## src/rtl/mod_counter_chain_pkg.sv

```systemverilog
// Shared constants for the modulo counter chain: default digit width and the
// terminal-value vectors for the MM:SS and HH:MM display bases.
package mod_counter_chain_pkg;

  localparam int CONT_W    = 4;
  localparam int CONT_NDIG = 4;

  // Digit 0 is the least significant field (rightmost nibble).
  localparam logic [4*CONT_W-1:0] MAXV_MMSS = {4'd5, 4'd9, 4'd5, 4'd9};
  localparam logic [4*CONT_W-1:0] MAXV_HHMM = {4'd2, 4'd9, 4'd5, 4'd9};

  typedef struct packed {
    logic en;
    logic up;
    logic load;
  } cnt_ctl_t;

endpackage

```

## src/rtl/mod_counter_chain_if.sv

```systemverilog
// Control/load/count bundle between the tick source, the counter chain and
// the display decode.
interface mod_counter_chain_if #(
  parameter int NDIG = 4,
  parameter int W    = 4
);
  logic              En;
  logic              Up;
  logic              Load;
  logic [NDIG*W-1:0] LoadVal;
  logic [NDIG*W-1:0] Q;
  logic              Carry;

  modport master (output En, Up, Load, LoadVal, input  Q, Carry);
  modport slave  (input  En, Up, Load, LoadVal, output Q, Carry);
endinterface

```

## src/rtl/mod_counter_stage.sv

```systemverilog
// One modulo digit: wraps at MAXV_I going up, reloads MAXV_I going down,
// and clamps out-of-range load values to zero.
module mod_counter_stage #(
  parameter int           W      = 4,
  parameter logic [W-1:0] MAXV_I = 4'd9
) (
  input  logic         CLK,
  input  logic         CLR,
  input  logic         Load,
  input  logic [W-1:0] LoadVal,
  input  logic         Step,
  input  logic         Up,
  output logic [W-1:0] Q,
  output logic         AtMax,
  output logic         AtZero
);

  logic [W-1:0] q;

  assign AtMax  = (q == MAXV_I);
  assign AtZero = (q == '0);
  assign Q      = q;

  always_ff @(posedge CLK) begin
    if (CLR)
      q <= '0;
    else if (Load)
      q <= (LoadVal > MAXV_I) ? '0 : LoadVal;
    else if (Step) begin
      if (Up) q <= AtMax  ? '0     : q + 1'b1;
      else    q <= AtZero ? MAXV_I : q - 1'b1;
    end
  end

endmodule

```

## src/rtl/mod_counter_chain.sv

```systemverilog
// NDIG-digit cascade of modulo counters with shared enable, up/down, parallel
// load and a registered pulse when the whole chain wraps.
module mod_counter_chain
  import mod_counter_chain_pkg::*;
#(
  parameter int                NDIG = CONT_NDIG,
  parameter int                W    = CONT_W,
  parameter logic [NDIG*W-1:0] MAXV = MAXV_MMSS
) (
  input  logic                 CLK,
  input  logic                 CLR,
  mod_counter_chain_if.slave   bus
);

  cnt_ctl_t                   ctl;
  logic [NDIG-1:0]            at_max, at_zero, step;
  logic [NDIG:0]              up_chain, dn_chain;
  logic [NDIG-1:0][W-1:0]     q;
  logic                       carry;

  assign ctl = '{en: bus.En, up: bus.Up, load: bus.Load};

  // Ripple enables: bit i is set when every lower digit sits on its boundary.
  assign up_chain[0] = 1'b1;
  assign dn_chain[0] = 1'b1;

  genvar i;
  generate
    for (i = 0; i < NDIG; i++) begin : g_dig
      assign up_chain[i+1] = up_chain[i] & at_max[i];
      assign dn_chain[i+1] = dn_chain[i] & at_zero[i];
      assign step[i]       = ctl.en & ~ctl.load & (ctl.up ? up_chain[i] : dn_chain[i]);

      mod_counter_stage #(
        .W      (W),
        .MAXV_I (MAXV[i*W +: W])
      ) u_stage (
        .CLK     (CLK),
        .CLR     (CLR),
        .Load    (ctl.load),
        .LoadVal (bus.LoadVal[i*W +: W]),
        .Step    (step[i]),
        .Up      (ctl.up),
        .Q       (q[i]),
        .AtMax   (at_max[i]),
        .AtZero  (at_zero[i])
      );
    end
  endgenerate

  // Every digit on its boundary for the current direction means this step wraps all.
  always_ff @(posedge CLK) begin
    if (CLR) carry <= 1'b0;
    else     carry <= ctl.en & ~ctl.load & (ctl.up ? up_chain[NDIG] : dn_chain[NDIG]);
  end

  assign bus.Q     = q;
  assign bus.Carry = carry;

endmodule

```

## src/flat_wrapper.sv

```systemverilog
// flat-port wrapper written by rule: the top's interface ports become plain ports
module mod_counter_chain_flat import mod_counter_chain_pkg::*;
#(
  parameter int                NDIG = CONT_NDIG,
  parameter int                W    = CONT_W,
  parameter logic [NDIG*W-1:0] MAXV = MAXV_MMSS
)
  (CLK, CLR, bus_En, bus_Up, bus_Load, bus_LoadVal, bus_Q, bus_Carry);
  mod_counter_chain_if #(.NDIG(NDIG), .W(W)) bus_i ();
  input  logic CLK;
  input  logic CLR;
  input wire logic [$bits(bus_i.En)-1:0] bus_En;
  input wire logic [$bits(bus_i.Up)-1:0] bus_Up;
  input wire logic [$bits(bus_i.Load)-1:0] bus_Load;
  input wire logic [$bits(bus_i.LoadVal)-1:0] bus_LoadVal;
  output wire logic [$bits(bus_i.Q)-1:0] bus_Q;
  output wire logic [$bits(bus_i.Carry)-1:0] bus_Carry;
  assign bus_i.En = bus_En;
  assign bus_i.Up = bus_Up;
  assign bus_i.Load = bus_Load;
  assign bus_i.LoadVal = bus_LoadVal;
  assign bus_Q = bus_i.Q;
  assign bus_Carry = bus_i.Carry;
  mod_counter_chain #(.NDIG(NDIG), .W(W), .MAXV(MAXV)) u_core (.CLK(CLK), .CLR(CLR), .bus(bus_i));
endmodule
```

## config.mk

```make
export PLATFORM = sky130hd
export DESIGN_NAME = mod_counter_chain_flat
export DESIGN_NICKNAME = d
export VERILOG_FILES = /design/src/rtl/mod_counter_chain_pkg.sv /design/src/rtl/mod_counter_chain_if.sv /design/src/rtl/mod_counter_stage.sv /design/src/rtl/mod_counter_chain.sv /design/src/flat_wrapper.sv
export SDC_FILE = /design/constraint.sdc
export NUM_CORES = 1
export LEC_CHECK = 0
export CORE_MARGIN = 2
export CORE_UTILIZATION = 48
export CTS_CLUSTER_DIAMETER = 60
export DETAILED_ROUTE_END_ITERATION = 8
export GPL_ROUTABILITY_DRIVEN = 0
export PLACE_DENSITY_LB_ADDON = 0.05
export SLEW_MARGIN = 20
export SYNTH_ARGS = -nofsm -noshare
export SYNTH_HDL_FRONTEND = slang
export SYNTH_HIERARCHICAL = 1
export SYNTH_SLANG_ARGS = --single-unit
```

## constraint.sdc

```tcl
create_clock -name CLK -period 2.92 [get_ports CLK]
set_clock_uncertainty 0.2 [all_clocks]
set_input_delay 0.292 -clock CLK [delete_from_list [all_inputs] [get_ports CLK]]
set_output_delay 0.292 -clock CLK [all_outputs]
set_load 0.02 [all_outputs]
```

==> flow_metrics.tcl <==
set metrics [dict create \
    required_ns 2.93 \
    clkLatencyLatePin_ns 0.29 \
    crit_fanout 14 \
    synth-xor-area-share_pct 6.250 \
    worstHoldPathType "input pin to register" \
    portBuffers 37 \
    power_density_mw_per_mm2 320.8 \
    final_nets 243 \
    vias_per_cell 6.345 \
    drt_wl_total_mm 3.649 \
    relSlewSlack_pct 62.55 \
    drc_errors 0 \
    synth-async-reset-ratio_pct 0 \
    grt_pass1_wl_mm 5.934 \
    setup_viol 0 \
    cts_tree "done" \
    ys_types 38 \
    arrival_ns 2.60 \
    synth_simple_gate_area_share_pct 34.11 \
    synth_common_cells "dfxtp_1, inv_1, a21oi_1, nor4_1" \
    netlist.area_leader.share_pct 24.29 \
    holdPathStages 3 \
    syn-num-nets 203 \
    max_freq_ghz 0.3856 \
    cts-resized-gates 0 \
    yosysMostFrequentCell "dfxtp_1" \
    syn_inst 182 \
    met2RoutedLength_mm 1.754 \
    synthTopCellsByArea "dfxtp_1, nor4_1, xnor2_1" \
    drt-initial-drc-count 87 \
    end_kind "register" \
    antenna_found_initial 0 \
    overflow 0 \
    p_int_mw 0.3904 \
    synth_compound_area_share_pct 27.41 \
    start_kind "register" \
    numCtsBuffers 3 \
    syn2layout_area_growth_pct 30.54 \
    core-area_mm2 0.002758 \
    min_period_ns 2.593 \
    clk_pin_slew_ns 0.11 \
    cts-root-buf "clkbuf_4" \
    dp_hpwl_mm 2.634 \
    pin_count 38 \
    wl_met3_um 169 \
    cts.sinks 17 \
    ys_warn_count 6 \
    die-width_um 58.03 \
    comb_power_share_pct 30.4 \
    worstSetupPathType "register to register" \
    fp.dieH_um 58.03 \
    top_layer "met4" \
    avgRoutedWirePerCell_um 14.48 \
    synth_edf_count 0 \
    grt_pass1_vias 1369 \
    wl_met1_mm 1.701 \
    synth_top_family_by_area "simple AND/OR/NAND/NOR gates" \
    cts_buffer_depth 2 \
    worst_slew_pin_slew_ns 0.5567 \
    cts_hold_buf 0 \
    grt_usage_pct 22.26 \
    ys_ff_latch 17 \
    layout-drive-gt1-share_pct 6.787 \
    std_cell_rows 19 \
    drt_first_pass_iters 4 \
    hold_violations 0 \
    initial_core_util_pct 50.82 \
    yosysTopAreaCell "dfxtp_1" \
    swShare_pct 33.47 \
    cts_post_setup_buffers_inserted 0 \
    diodes 0 \
    ys_seq_area_share_pct 24.29 \
    setup_tns_ns 0 \
    syn_area_mm2 0.001401 \
    ant_nets 0 \
    fin_hold_ws_ns 0.4063 \
    synthMuxAreaShare_pct 0.7143 \
    grt_max_degree 21 \
    rsz0062_at_grt "no" \
    drv_cap 0 \
    syn_avg_cell_area_um2 7.700 \
    leakagePower_nw 0.6494 \
    die_area_mm2 0.003367 \
    post-route-period-util_pct 88.80 \
    synth-main-ff-cell "dfxtp_1" \
    p_switching_mw 0.1964 \
    status "finished clean" \
    vdd_drop_max_v 0.0002816 \
    clkPwrFrac_pct 22.6 \
    num_vias 1599 \
    synthAdderAreaFrac_pct 0 \
    report.final.slew_viol_count 0 \
    seqPwrFrac_pct 47.0 \
    htreeDepth 1 \
    reg2regPathDepth 6 \
]
-- cells by family (layout without fill, tap and decap cells) --
family / count (synthesis) / count (layout)
multiplexers: 1 / 1
buffers and inverters: 21 / 60
XOR/XNOR: 10 / 10
AND/OR/NAND/NOR: 74 / 74
flip-flops: 17 / 17
AO/OA/AOI/OAI: 59 / 59
-- registers in the layout, indices dropped and copies added (netlist names) --
register / flops
u_core/g_dig.u_stage/Q: 16
u_core/bus.Carry: 1
-- power by group through the flow --
stage               clock network [mW]  registers [mW]  logic (mW)
finish                           0.133           0.275       0.178
global route                     0.148           0.279       0.194
CTS                              0.137           0.275       0.177
detailed placement                   0           0.281       0.177
global placement                     0           0.278       0.172
floorplan                            0           0.276      0.0973
-- metrics by stage --
step,std cells,util (%),instance area (um^2),setup WS [ns],power [mW]
2_1_floorplan,182,-,1401,0.4363,0.3735
3_3_place_gp,248,65.38,1803,0.4880,0.4505
3_5_place_dp,248,65.38,1803,0.3327,0.4572
4_1_cts,252,66.33,1829,0.3768,0.5890
5_1_grt,252,66.33,1829,0.1201,0.6217
6_report,252,66.33,1829,0.3270,0.5868
-- routing by layer --
metal	track usage, %	vias to the layer above
li1	-	789
met1	28.71	752
met2	37.34	56
met3	2.679	2
met4	9.635	0
met5	0	-
-- final cells by class --
cell class / instances / area [um^2]
clock buffer: 4 / 26.28
fill: 264 / 928.4
multi-input combinational: 144 / 959.7
sequential: 17 / 340.3
tap: 31 / 38.79
inverter: 13 / 48.80
timing repair buffer: 43 / 415.4
-- worst max-delay path: stages (launching register included) --
cell	delay, ns
dfxtp_1	0.46
nor4_1	0.53
nand4b_1	0.22
a21oi_1	0.33
nand4_1	0.16
or3b_1	0.39
a311oi_1	0.22
-- cell usage in the layout, fill, tap and decap left out --
master / netlist / final
or4_1: 2 / 2
clkbuf_4: 0 / 3
a31oi_1: 10 / 10
nand2b_1: 5 / 5
dfxtp_1: 17 / 17
nand3b_1: 3 / 3
or3b_1: 4 / 4
or4bb_1: 2 / 2
and2_1: 2 / 2
a211o_1: 6 / 6
nor4bb_1: 2 / 2
o21ai_0: 10 / 10
a221oi_1: 2 / 2
o22ai_1: 1 / 1
nand2_1: 10 / 10
clkbuf_1: 0 / 1
xor2_1: 2 / 2
inv_1: 13 / 13
and3_1: 6 / 6
or4b_1: 2 / 2
o21ai_1: 4 / 4
o2111ai_1: 2 / 2
xnor2_1: 8 / 8
a211oi_1: 4 / 4
a21o_1: 2 / 2
a21oi_1: 12 / 12
nor4_2: 2 / 2
nor4_1: 12 / 12
nor3_1: 6 / 6
nand3_1: 3 / 3
nor2b_1: 2 / 2
clkdlybuf4s50_1: 0 / 37
a31o_2: 2 / 2
a311oi_1: 4 / 4
and3b_2: 2 / 2
mux2i_1: 1 / 1
nor2_1: 5 / 5
nand4b_1: 1 / 1
buf_4: 0 / 6
nand4_1: 3 / 3
-- worst paths after layout --
check                                             from                                         to  slack, ns
min reg2reg  u_core/g_dig[3].u_stage/Q[1]$_SDFFE_PP0P_  u_core/g_dig[3].u_stage/Q[2]$_SDFFE_PP0P_       0.41
max reg2reg  u_core/g_dig[1].u_stage/Q[0]$_SDFFE_PP0P_  u_core/g_dig[3].u_stage/Q[3]$_SDFFE_PP0P_       0.33
min                                     bus_LoadVal[8]  u_core/g_dig[2].u_stage/Q[0]$_SDFFE_PP0P_       0.41
max          u_core/g_dig[1].u_stage/Q[0]$_SDFFE_PP0P_  u_core/g_dig[3].u_stage/Q[3]$_SDFFE_PP0P_       0.33
Note: power is estimated with default switching activity, not from simulation.
